`src/rtl/calc_input_ctrl.sv`:
```
`default_nettype none
// ============================================================================
// calc_input_ctrl : debounced operand/operation entry front end for the
//                   4-bit calculator. Optional macro: LIVE_OPERATION_EN.
// Revision 1.0
// ============================================================================
module calc_input_ctrl #(
   parameter int DEBOUNCE_CYCLES = 100000,
   parameter int CNT_W           = 17
) (
   input  logic       clk,
   input  logic       rst,
   input  logic [3:0] sw,
   input  logic       btn_next,
   input  logic       btn_clr,
   output logic [3:0] a,
   output logic [3:0] b,
   output logic [2:0] operation,
   output logic       en,
   output logic [1:0] step
);

   localparam logic [CNT_W-1:0] CNT_MAX = CNT_W'(DEBOUNCE_CYCLES - 1);

   typedef enum logic [1:0] {
      ST_A   = 2'd0,
      ST_B   = 2'd1,
      ST_OP  = 2'd2,
      ST_RUN = 2'd3
   } state_t;

   // Bit 0 carries btn_next, bit 1 carries btn_clr.
   logic [1:0] btn_meta, btn_sync;
   logic [3:0] sw_meta, sw_sync;
   logic [1:0] pulse;
   logic       nxt_p, clr_p;

   always_ff @(posedge clk) begin
      if (rst) begin
         btn_meta <= '0;
         btn_sync <= '0;
         sw_meta  <= '0;
         sw_sync  <= '0;
      end else begin
         btn_meta <= {btn_clr, btn_next};
         btn_sync <= btn_meta;
         sw_meta  <= sw;
         sw_sync  <= sw_meta;
      end
   end

   generate
      for (genvar i = 0; i < 2; i++) begin : g_db
         logic [CNT_W-1:0] cnt;
         logic             stable;
         logic             stable_d;

         always_ff @(posedge clk) begin
            if (rst) begin
               cnt      <= '0;
               stable   <= 1'b0;
               stable_d <= 1'b0;
            end else begin
               stable_d <= stable;
               if (btn_sync[i] == stable) begin
                  cnt <= '0;
               end else if (cnt == CNT_MAX) begin
                  stable <= btn_sync[i];
                  cnt    <= '0;
               end else begin
                  cnt <= cnt + 1'b1;
               end
            end
         end

         // Both terms are registered, so the pulse is glitch-free.
         assign pulse[i] = stable & ~stable_d;
      end
   endgenerate

   assign nxt_p = pulse[0];
   assign clr_p = pulse[1];

   state_t     state, state_nx;
   logic [3:0] a_nx, b_nx;
   logic [2:0] op_nx;
   logic       en_nx;

   always_ff @(posedge clk) begin
      if (rst) begin
         state     <= ST_A;
         a         <= '0;
         b         <= '0;
         operation <= '0;
         en        <= 1'b0;
      end else begin
         state     <= state_nx;
         a         <= a_nx;
         b         <= b_nx;
         operation <= op_nx;
         en        <= en_nx;
      end
   end

   always_comb begin
      state_nx = state;
      a_nx     = a;
      b_nx     = b;
      op_nx    = operation;
      en_nx    = en;
      if (clr_p) begin
         // Clear takes priority over a simultaneous next pulse.
         state_nx = ST_A;
         a_nx     = '0;
         b_nx     = '0;
         op_nx    = '0;
         en_nx    = 1'b0;
      end else if (nxt_p) begin
         case (state)
            ST_A: begin
               a_nx     = sw_sync;
               state_nx = ST_B;
            end
            ST_B: begin
               b_nx     = sw_sync;
               state_nx = ST_OP;
            end
            ST_OP: begin
               op_nx    = sw_sync[2:0];
               en_nx    = 1'b1;
               state_nx = ST_RUN;
            end
            default: begin
               en_nx    = 1'b0;
               state_nx = ST_A;
            end
         endcase
      end else begin
`ifdef LIVE_OPERATION_EN
         if (state == ST_RUN) begin
            op_nx = sw_sync[2:0];
         end
`endif
      end
   end

   assign step = state;

endmodule
`default_nettype wire

```
`config.mk`:
```
export PLATFORM = sky130hd
export DESIGN_NAME = calc_input_ctrl
export DESIGN_NICKNAME = d
export VERILOG_FILES = /design/src/rtl/calc_input_ctrl.sv
export SDC_FILE = /design/constraint.sdc
export NUM_CORES = 1
export LEC_CHECK = 0
export BUFFER_PORTS_ARGS = -buffer_cell sky130_fd_sc_hd__buf_4
export CAP_MARGIN = 20
export CORE_MARGIN = 5
export CORE_UTILIZATION = 60
export CTS_CLUSTER_DIAMETER = 60
export DETAILED_ROUTE_END_ITERATION = 16
export PLACE_DENSITY = 0.88
export SLEW_MARGIN = 20
export SYNTH_ARGS = -nofsm -noshare
export SYNTH_HDL_FRONTEND = slang
export SYNTH_SLANG_ARGS = --single-unit
export TNS_END_PERCENT = 20
```
`constraint.sdc`:
```
create_clock -name clk -period 4.8 [get_ports clk]
set_input_delay 0 -clock clk [delete_from_list [all_inputs] [get_ports clk]]
set_output_delay 0 -clock clk [all_outputs]
set_load 0.01 [all_outputs]
```
**Yosys cells after proc, flatten, opt, wreduce, memory -nomap -nowiden**

Index checks and enable logic that the tools add are counted.

- Register bits after elaboration: 64

- Add/sub/neg operators: 2
- Eq/ne operators: 6
- Multiplexer cells: 2
- Bitwise operators: 7
- Reduce and logical (&&, ||, !) cells: 11

Operator list:

| cell | count |
|---|---|
| 17-bit by 1-bit adder with 17-bit output, second input constant | 2 |
| 17-bit == test, second input constant | 2 |
| 2-bit AND reduction | 6 |
| 2-bit one-hot mux with 3 select lines | 1 |
| 3-bit OR reduction | 2 |
| 1-bit NOT | 5 |
| 2-bit OR reduction | 2 |
| 1-bit bitwise AND | 2 |
| 1-bit == test | 2 |
| 2-bit by 1-bit == test with 1-bit output, second input constant | 1 |
| 2-bit == test, second input constant | 1 |
| 2-bit zero test | 1 |
| 1-bit one-hot mux with 2 select lines | 1 |

**Depth between registers and ports, before layout**

Gate-level depths: netlist (run 1).

- Depth in word-level cells: 4
- Depth in mapped cells: 7

**Worst setup path before layout (run 1)**

No wires, ideal clock.

- Path kind: register to register
- From: reg g_db[1].cnt[13]
- To: reg g_db[1].cnt[16]
- Arrival time: 1.649 ns
- Required time: 4.685 ns
- Path slack: 3.036 ns
- Cell stages (with the launch flop): 6
- Buffers on the path: 1
- Period minus slack after synthesis: 1.764 ns
- Cells stage by stage: dfxtp_1 or4_1 or3_4 o21ai_4 buf_4 nor2_1

- Cells in the longest elaborated chain, start to end: 2
- Elaborated cells on any way between the ends: 3
- Classes of those cells: add/sub (1); eq/ne (1); reduce/logical (1)

RTL lines:

| element | line | RTL |
|---|---|---|
| start: declaration | 54 | `logic [CNT_W-1:0] cnt;` |
| start signal: assignment | 71 | `cnt <= cnt + 1'b1;` |
| parallel branches: the longest is 2 deep, another holds 17-bit by 1-bit adder with 17-bit output | n/a |  |

Parallel ways; which one is timed is not known.
A chain may end at the register's enable or synchronous reset.

**Worst setup path after layout (run 1)**

- From: reg g_db[1].cnt[13]
- To: reg g_db[1].cnt[15]

Same word-level chain as after synthesis.

==> results of run 1 <==
## registers in the layout (all words and copies together) (netlist names)
signal and count:
step 2, g_db.cnt 34, g_db.stable 2, en 1, sw_meta 4, sw_sync 4, btn_meta 2, b 4
g_db.stable_d 2, operation 3, btn_sync 2, a 4
## cell type report
class	instances	area, um^2	area share
inverter	9	33.8	0.0109
clock inverter	5	55.1	0.0177
multi-input combinational	209	1220	0.395
sequential	64	1280	0.413
timing repair buffer	35	295	0.0951
clock buffer	11	151	0.0488
tap	50	62.6	0.0202
## worst max-delay path by stage
stage | start | to | slack (ps) | depth (start not counted)
finish | g_db[1].cnt[13] | g_db[1].cnt[15] | 2800 | 4
global route | g_db[1].cnt[11] | g_db[1].cnt[15] | 2690 | 4
CTS | g_db[1].cnt[11] | g_db[1].cnt[2] | 2890 | 4
detailed placement | g_db[1].cnt[13] | g_db[1].cnt[9] | 2920 | 4
global placement | g_db[1].cnt[11] | g_db[1].cnt[4] | 2950 | 4
floorplan | g_db[1].cnt[13] | g_db[1].cnt[16] | 3040 | 5
## worst max-delay path: cells and delay by family (launching register included)
family | cells | cell delay [ps]
flip-flops | 1 | 350
AND/OR/NAND/NOR | 3 | 1110
AO/OA/AOI/OAI | 1 | 390
## per-layer routing
layer / global-route usage / up-vias / wire, um
met5: 0 / - / 0
met4: 0.0913 / 0 / 195
met3: 0.0792 / 23 / 327
met2: 0.370 / 69 / 2760
met1: 0.245 / 1007 / 2180
li1: - / 1065 / -
## where the power goes
group,internal (uW),switching [uW]
registers,536,3.14
logic,14.4,10.8
clock network,266,203
total,817,217
## cells in the mapped netlist
master / n
a211oi_1: 1
a21o_1: 1
a21oi_1: 16
and2_1: 1
and3_1: 2
and4_1: 1
and4b_1: 1
buf_2: 1
buf_4: 1
clkbuf_1: 8
clkbuf_2: 1
dfxtp_1: 64
ha_1: 5
inv_1: 9
mux2i_1: 1
nand2_1: 22
nand2b_1: 2
nand3_1: 26
nand4_1: 14
nor2_1: 42
nor2b_1: 15
nor3_1: 6
nor4_1: 8
nor4b_1: 1
nor4bb_1: 1
o21ai_0: 3
o21ai_4: 1
or2_2: 3
or3_1: 4
or3_4: 1
or4_1: 1
xnor2_1: 20
xor2_1: 10
## cells by family (layout without fill, tap and decap cells)
group | count (synthesis) | in the layout
buffers and inverters | 20 | 60
flip-flops | 64 | 64
XOR/XNOR | 30 | 30
AND/OR/NAND/NOR | 151 | 151
AO/OA/AOI/OAI | 22 | 22
adder cells (fa/ha/maj) | 5 | 5
multiplexers | 1 | 1
## through the flow
| step | instance area [um^2] | hold slack [ps] | power, uW | util |
|---|---|---|---|---|
| 2_1_floorplan | 2590 | 128 | 560 | - |
| 3_3_place_gp | 2770 | 210 | 566 | 0.677 |
| 3_5_place_dp | 2770 | 214 | 567 | 0.677 |
| 4_1_cts | 3100 | 441 | 1040 | 0.760 |
| 5_1_grt | 3100 | 467 | 1080 | 0.760 |
| 6_report | 3100 | 451 | 1030 | 0.760 |
==> results.yml, run 1 <==
timing:
  rsz0062_at_grt: "false"
  fmax_mhz: 501
  setup_violations: 0
  finalMaxSlewViolations: 0
  tns_ps: 0
  tightest_slew_ps: 565
  fin_crit_ps: 2000
  skew_ps: 8.88
  final.period_utilization: 0.416
  setup_ws_ps: 2800
  finalHoldViolCount: 0
  slew-limit-headroom: 0.623
clocking:
  cts_made_buffers: 9
  cts_tree: "built"
  cts.clk_slew.worst_paths_ps: 70
  hold_buffers: 13
  cts_setup_buffers: 0
  insertion_delay_ps: 340
  cts-root-buf: "clkbuf_8"
  cts_resized: 0
  h-tree-depth: 3
  cts_sinks: 64
  clock_path_buffers: 2
global_routing:
  grt_max_degree: 21
  grt_pass1_vias: 2085
  grtUsageTotal: 0.217
  grt_pass1_wl_um: 9290
  antenna_found_initial: 0
  gr-total-overflow: 0
detailed_routing:
  drtAntennaViolNets: 0
  route.vias.total: 2164
  dr.pass1.iters: 4
  drt_iter0_markers: 129
  vias_per_cell: 5.65
  drcViolationCount: 0
  wl_um: 5470
  avgRoutedWirePerCell_um: 14.3
synth:
  avgSynthCellArea_um2: 8.83
  synth.area.mux_share: 0.00387
  syn_nets: 306
  synth_warnings: 0
  synthAdderAreaFrac: 0.0242
  synth-simple-area-share: 0.295
  synth.top_cell.area_share: 0.495
  synth_top_cell_by_area: "dfxtp_1"
  synth_compound_area_frac: 0.0488
  synth_seq_area_share: 0.495
  ys_seq_elements: 64
  synth-xor-area-share: 0.102
  synth_cell_types: 33
  syn_inst: 293
  synth_top_family_by_area: "simple AND/OR/NAND/NOR gates"
  synth_area_leaders: "dfxtp_1 50%, xnor2_1 6.8%, nor2_1 6.1%"
  synth_area_um2: 2590
floorplan:
  die_w_um: 75.7
  rows: 23
  core_um2: 4090
  num_io_pins: 22
  initial_core_util: 0.633
  die-area_um2: 5730
  die_y_um: 75.7
critical_path:
  cp.arrival_ps: 2190
  rr_endpoint: "g_db[1].cnt[15]"
  path_cells: "or4_1 -> or3_4 -> o21ai_4 -> nor2_1"
  rrSetupSlack_ps: 2800
  path_max_fanout: 17
  r2r_start: "g_db[1].cnt[13]"
  reg2regPathDepth: 4
  crit_slowest_cell: "or4_1"
  endpoint_kind: "flop"
  crit_type: "reg -> reg"
  slowest_delay_ps: 550
  worstPathRequired_ps: 5000
  crit_path_start_kind: "flop"
finish:
  area.growth.synth_to_final_pct: 20.0
  nets: 341
  nFillCells: 270
  num_antenna_cells: 0
  mostFrequentLayoutCells: "64 x dfxtp_1, 42 x nor2_1, 26 x nand3_1"
  final_common_cell: "dfxtp_1"
  drive_gt1_frac: 0.129
  fin_cells: 383
placed_design:
  pre_cts_slack_ps: 2920
  post-place-cells: 354
  portBuffers: 21
  post-dp-hpwl_um: 3220
  routabilityCongestion: 0.832
hold_path:
  hold_path.class: "reg -> reg"
  min_to: "sw_sync[1]"
  hold_start: "sw_meta[1]"
  whs_path_depth: 1
power_and_ir_drop:
  p_leak_uw: 0.00106
  ir_drop_mv: 0.251
  pwr_density_cell_nw_per_um2: 333
job:
  drv_cap: 0
outcome:
  outcome: "finished clean"
Power figures use the tool's default switching activity.
==> run 2: changes to the inputs <==
- ABC_AREA: default -> 1
- CORE_UTILIZATION: 60 -> 53
- PLACE_DENSITY: 0.88 -> 0.82
- clock period: 4.8 -> 1.8 ns (I/O delays scaled with it)
==> run 2 against run 1 <==
Net effect: core utilization shrank 13 points; highest routed layer unchanged; power grew 150%; register-to-register slack lost 2500 ps.
==> results.yml, run 2 <==
outcome:
  outcome: "finished clean"
power_and_ir_drop:
  pwr_density_cell_nw_per_um2: 744
  p_leak_uw: 0.00128
  p_int_uw: 1990
  power_frac_comb: 0.028
  ir_drop_mv: 0.686
  clock_power_share: 0.411
  switchingPower_uw: 570
  power_frac_seq: 0.561
  p_sw_frac: 0.222
floorplan:
  num_io_pins: 22
  initial_core_util: 0.538
  die-area_um2: 7100
  rows: 27
  die_y_um: 84.3
  core_um2: 5440
  die_w_um: 84.3
placed_design:
  portBuffers: 21
  routabilityCongestion: 0.890
  post-dp-hpwl_um: 3980
  post-place-cells: 505
global_routing:
  grt_pass1_vias: 2646
  gr-total-overflow: 0
  grt_pass1_wl_um: 10800
  antenna_found_initial: 0
  grtUsageTotal: 0.187
  grt_max_degree: 19
clocking:
  hold_buffers: 13
  insertion_delay_ps: 340
  cts.clk_slew.worst_paths_ps: 70
  cts_resized: 0
  cts_made_buffers: 9
  clock_path_buffers: 2
  h-tree-depth: 3
  cts-root-buf: "clkbuf_8"
  cts_setup_buffers: 0
  cts_sinks: 64
  cts_tree: "built"
finish:
  drive_gt1_frac: 0.106
  mostFrequentLayoutCells: "99 x nor2_1, 98 x nand2_1, 64 x dfxtp_1"
  area.growth.synth_to_final_pct: 17.7
  fin_cells: 534
  nets: 470
  top_register: "g_db.cnt"
  largest_reg_flops: 34
  nFillCells: 486
  final_common_cell: "nor2_1"
  num_antenna_cells: 0
critical_path:
  reg2regPathDepth: 6
  worstPathRequired_ps: 2020
  path_max_fanout: 15
  rr_endpoint: "g_db[0].cnt[11]"
  crit_path_start_kind: "flop"
  r2r_start: "g_db[0].cnt[0]"
  endpoint_kind: "flop"
  path_cells: "ha_1 -> nand2_2 -> nor2_4 -> nand3_4 -> o21bai_4 -> nor2_1"
  crit_type: "reg -> reg"
  cp.arrival_ps: 1730
  rrSetupSlack_ps: 290
  slowest_delay_ps: 380
  crit_slowest_cell: "dfxtp_1"
detailed_routing:
  drt_iter0_markers: 100
  vias_per_cell: 4.86
  dr.pass1.iters: 4
  drcViolationCount: 0
  route.vias.total: 2595
  avgRoutedWirePerCell_um: 10.8
  drtAntennaViolNets: 0
  wl_um: 5780
synth:
  synth_seq_area_share: 0.438
  synth_warnings: 0
  synth.top_cell.area_share: 0.438
  synth.top_cells.by_count: "99 x nor2_1, 98 x nand2_1, 64 x dfxtp_1"
  ys_seq_elements: 64
  synth_cell_types: 26
  synth.most_common_cell: "nor2_1"
  syn_inst: 417
  synth_area_um2: 2930
  synth_area_leaders: "dfxtp_1 44%, nor2_1 13%, nand2_1 13%"
  avgSynthCellArea_um2: 7.02
  synth_top_cell_by_area: "dfxtp_1"
  syn_nets: 430
  synth_flop_cell: "dfxtp_1"
  ys_async_sr_fraction: 0
  synth_edf_count: 0
timing:
  skew_ps: 6.26
  fin_crit_ps: 1510
  finalMaxSlewViolations: 0
  tightest_slew_ps: 376
  tns_ps: 0
  fmax_mhz: 663
  finalHoldViolCount: 0
  setup_violations: 0
  slew-limit-headroom: 0.749
  rsz0062_at_grt: "false"
  final.period_utilization: 0.838
hold_path:
  whs_path_depth: 2
  hold_path.class: "reg -> reg"
  min_to: "sw_sync[1]"
  hold_start: "sw_meta[1]"
job:
  drv_cap: 0
-- run 2: layer usage --
metal,global-route usage,share of wire
met5,0,0
met1,0.203,0.43
met3,0.0805,0.046
met4,0.0804,0.033
met2,0.318,0.49
-- run 2: logic make-up (layout without fill, tap and decap cells) --
family	count (synthesis)	in the layout	share of synthesized area
xor gates and xnor gates	18	18	0.0539
DFF	64	64	0.438
buffers and inverters	63	108	0.0868
AOI/OAI and AO/OA	26	26	0.0552
and+or+nand+nor	241	241	0.345
adders and majority gates	5	5	0.0214
-- run 2: power by group through the flow --
stage / registers, uW / logic, uW / clock network (uW)
detailed placement: 1470 / 48.0 / 0
global placement: 1470 / 47.1 / 0
global route: 1440 / 81.4 / 1170
finish: 1440 / 72.2 / 1050
floorplan: 1470 / 34.2 / 0
CTS: 1440 / 70.4 / 1080
-- run 2: area by class of cell --
class | count | area (um^2) | share of cell area
Clock buffer | 10 | 138 | 0.0400
Clock inverter | 6 | 35.0 | 0.0102
Inverter | 57 | 214 | 0.0621
Multi-Input combinational cell | 290 | 1390 | 0.404
Sequential cell | 64 | 1280 | 0.372
Tap cell | 72 | 90.1 | 0.0262
Timing Repair Buffer | 35 | 295 | 0.0858
-- run 2: how the worst max path moves through the flow --
stage	startpoint	endpoint	slack [ps]	depth (start not counted)
floorplan	g_db[0].cnt[0]	g_db[0].cnt[7]	440	7
global placement	g_db[0].cnt[0]	g_db[0].cnt[0]	360	6
detailed placement	g_db[0].cnt[0]	g_db[0].cnt[11]	290	6
CTS	g_db[0].cnt[0]	g_db[0].cnt[11]	270	6
global route	g_db[0].cnt[0]	g_db[0].cnt[4]	120	6
finish	g_db[0].cnt[0]	g_db[0].cnt[11]	290	6
-- run 2: per-stage QoR --
stage | total power, uW | cell area (um^2) | hold slack, ps | util | setup WS (ps)
after floorplan | 1500 | 2930 | 107 | - | 443
after detailed placement | 1520 | 3140 | 208 | 0.577 | 289
after global placement | 1520 | 3140 | 200 | 0.577 | 357
final | 2560 | 3440 | 405 | 0.633 | 292
after CTS | 2590 | 3440 | 405 | 0.633 | 270
after global routing | 2690 | 3440 | 419 | 0.633 | 119
-- run 2: critical path: cells and delay by family, from the launching register on --
kind	cells	cell delay [ps]
adder cells (fa/ha/maj)	1	240
AND/OR/NAND/NOR	4	440
AO/OA/AOI/OAI	1	330
flip-flops	1	380
==> run 3: changes to the inputs <==
- ABC_AREA: 1 -> 0
- CORE_UTILIZATION: 53 -> 58
- PLACE_DENSITY: 0.82 -> 0.86
- clock period: 1.8 -> 1.44 ns (I/O delays scaled with it)
==> run 3 against run 2 <==
Net effect: the run now ends with setup timing left; core utilization rose by 15 points; clock skew rose by 6.2 ps; sequential cell count did not move; worst setup slack got worse by 600 ps; sequential share of layout area rose by 0.36 points; combinational power rose by 32%; first-iteration DRC count rose by 76%; power rose by 41%; final cell count fell by 21%; fmax fell by 14%; worst hold slack improved by 51 ps; largest cell class is now sequential cells.
==> results.yml, run 3 (synthesis gave the netlist of run 1 again) <==
timing:
  final.period_utilization: 1.21
  slew-limit-headroom: 0.693
  whs_ps: 456
  setup_violations: 18
  setup_ws_ps: -307
  finalMaxSlewViolations: 0
  fin_crit_ps: 1750
  tightest_slew_ps: 460
  skew_ps: 12.4
  rsz0062_at_grt: "true"
  finalHoldViolCount: 0
  fmax_mhz: 573
global_routing:
  grtUsageTotal: 0.209
  grt_pass1_wl_um: 10000
  antenna_found_initial: 0
  grt_pass1_vias: 2204
  gr-total-overflow: 0
  grt_max_degree: 21
floorplan:
  die_y_um: 76.8
  num_io_pins: 22
  die-area_um2: 5900
  core_um2: 4350
  die_w_um: 76.8
  rows: 24
  initial_core_util: 0.594
detailed_routing:
  drt_iter0_markers: 176
  drtAntennaViolNets: 0
  drcViolationCount: 0
  wl_um: 5880
  vias_per_cell: 5.43
  avgRoutedWirePerCell_um: 14.0
  route.vias.total: 2280
  dr.pass1.iters: 4
placed_design:
  post-dp-hpwl_um: 3660
  post-place-cells: 391
  portBuffers: 21
  routabilityCongestion: 0.848
clocking:
  cts_setup_buffers: 0
  insertion_delay_ps: 340
  cts.clk_slew.worst_paths_ps: 70
  cts_made_buffers: 9
  h-tree-depth: 3
  cts_sinks: 64
  clock_path_buffers: 2
  cts_tree: "built"
  cts-root-buf: "clkbuf_8"
critical_path:
  crit_type: "reg -> reg"
  path_max_fanout: 3
  cp_top_family: "simple AND/OR/NAND/NOR gates"
  cp.arrival_ps: 2010
  crit_path_start_kind: "flop"
  crit_slowest_cell: "or4_1"
  endpoint_kind: "flop"
  r2r_start: "g_db[1].cnt[14]"
  cp.depth: 4
  slowest_delay_ps: 520
  worstPathRequired_ps: 1710
  cp-endpoint: "g_db[1].stable"
  path_buf_inv: 0
  rrSetupSlack_ps: -310
  crit_start: "g_db[1].cnt[14]"
  rr_endpoint: "g_db[1].stable"
  reg2regPathDepth: 4
  path_cells: "or4_1 -> or3_4 -> or3_1 -> a21oi_1"
finish:
  area.growth.synth_to_final_pct: 32.4
  num_antenna_cells: 0
  final_common_cell: "dfxtp_1"
  mostFrequentLayoutCells: "59 x dfxtp_1, 55 x buf_4, 42 x nor2_1"
  nets: 376
  largest_reg_flops: 34
  fin_cells: 420
  drive_gt1_frac: 0.231
  top_register: "g_db.cnt"
  nFillCells: 253
power_and_ir_drop:
  p_int_uw: 2860
  switchingPower_uw: 743
  power.total_uw: 3610
  power_frac_comb: 0.026
  pwr_density_cell_nw_per_um2: 1050
  ir_drop_mv: 1.14
  p_sw_frac: 0.206
  clock_power_share: 0.475
  p_leak_uw: 0.00126
  power_frac_seq: 0.498
outcome:
  failed_checks: "setup timing"
  outcome: "finished with violations"
hold_path:
  hold_start: "operation[0]"
  hold_path.class: "reg -> reg"
job:
  drv_cap: 0
==> run 3: cell types whose count changed in the layout (fill, tap and decap cells not counted), moves of 15 or more <==
cell | previous run | this run
buf_4 | 22 | 55
inv_1 | 57 | 9
nand2_1 | 98 | 22
nor2_1 | 99 | 42
nor2b_1 | 0 | 15
xnor2_1 | 4 | 20
==> run 3: worst min-delay path by stage <==
stage	to	cells past startpoint
6_report	operation[0]	2
5_1_grt	btn_sync[1]	1
4_1_cts	sw_sync[0]	1
3_5_place_dp	sw_meta[0]	2
3_3_place_gp	sw_meta[1]	2
2_1_floorplan	btn_meta[0]	1
==> run 3: per-stage QoR <==
| step | utilization | setup slack, ps | area (um^2) | setup TNS [ps] |
|---|---|---|---|---|
| final | 0.787 | -307 | 3430 | -5100 |
| after detailed placement | 0.703 | -276 | 3060 | -4540 |
| after global routing | 0.787 | -360 | 3430 | -6030 |
| after CTS | 0.784 | -288 | 3420 | -4780 |
| after floorplan | - | -254 | 2600 | -6050 |
| after global placement | 0.703 | -237 | 3060 | -3880 |
==> run 3: layer usage <==
layer,GRT usage,vias to the layer above,wire length [um]
li1,-,1130,-
met1,0.250,1084,2440
met2,0.351,56,3040
met3,0.0585,10,261
met4,0.0839,0,148
met5,0,-,0
==> run 3: power groups by stage <==
stage / Clock (uW) / Sequential (uW) / Combinational [uW]
after floorplan: 0 / 1830 / 35.9
after CTS: 1720 / 1790 / 91.6
after global routing: 1820 / 1800 / 104
after detailed placement: 0 / 1830 / 63.7
final: 1710 / 1800 / 95.2
after global placement: 0 / 1830 / 61.8
==> run 3: timing repair <==
item / CTS / global route
setup endpoints to repair: 31 / 34
gates resized for setup: 1 / 4
endpoints found under the hold margin: 16 / 0
pin swaps: 5 / 1
hold buffers: 13 / 0
==> run 3: worst reg2reg max path: stages, from the launching register on <==
cell	delay [ps]
dfxtp_2	330
or4_1	520
or3_4	380
or3_1	320
a21oi_1	140
==> run 3: final cells by class <==
cell class | count | area [um^2] | area share
Tap cell | 52 | 65.1 | 0.0190
Timing Repair Buffer | 70 | 583 | 0.170
Clock inverter | 5 | 80.1 | 0.0234
Multi-Input combinational cell | 209 | 1240 | 0.361
Clock buffer | 11 | 141 | 0.0413
Inverter | 9 | 33.8 | 0.00986
Sequential cell | 64 | 1290 | 0.376
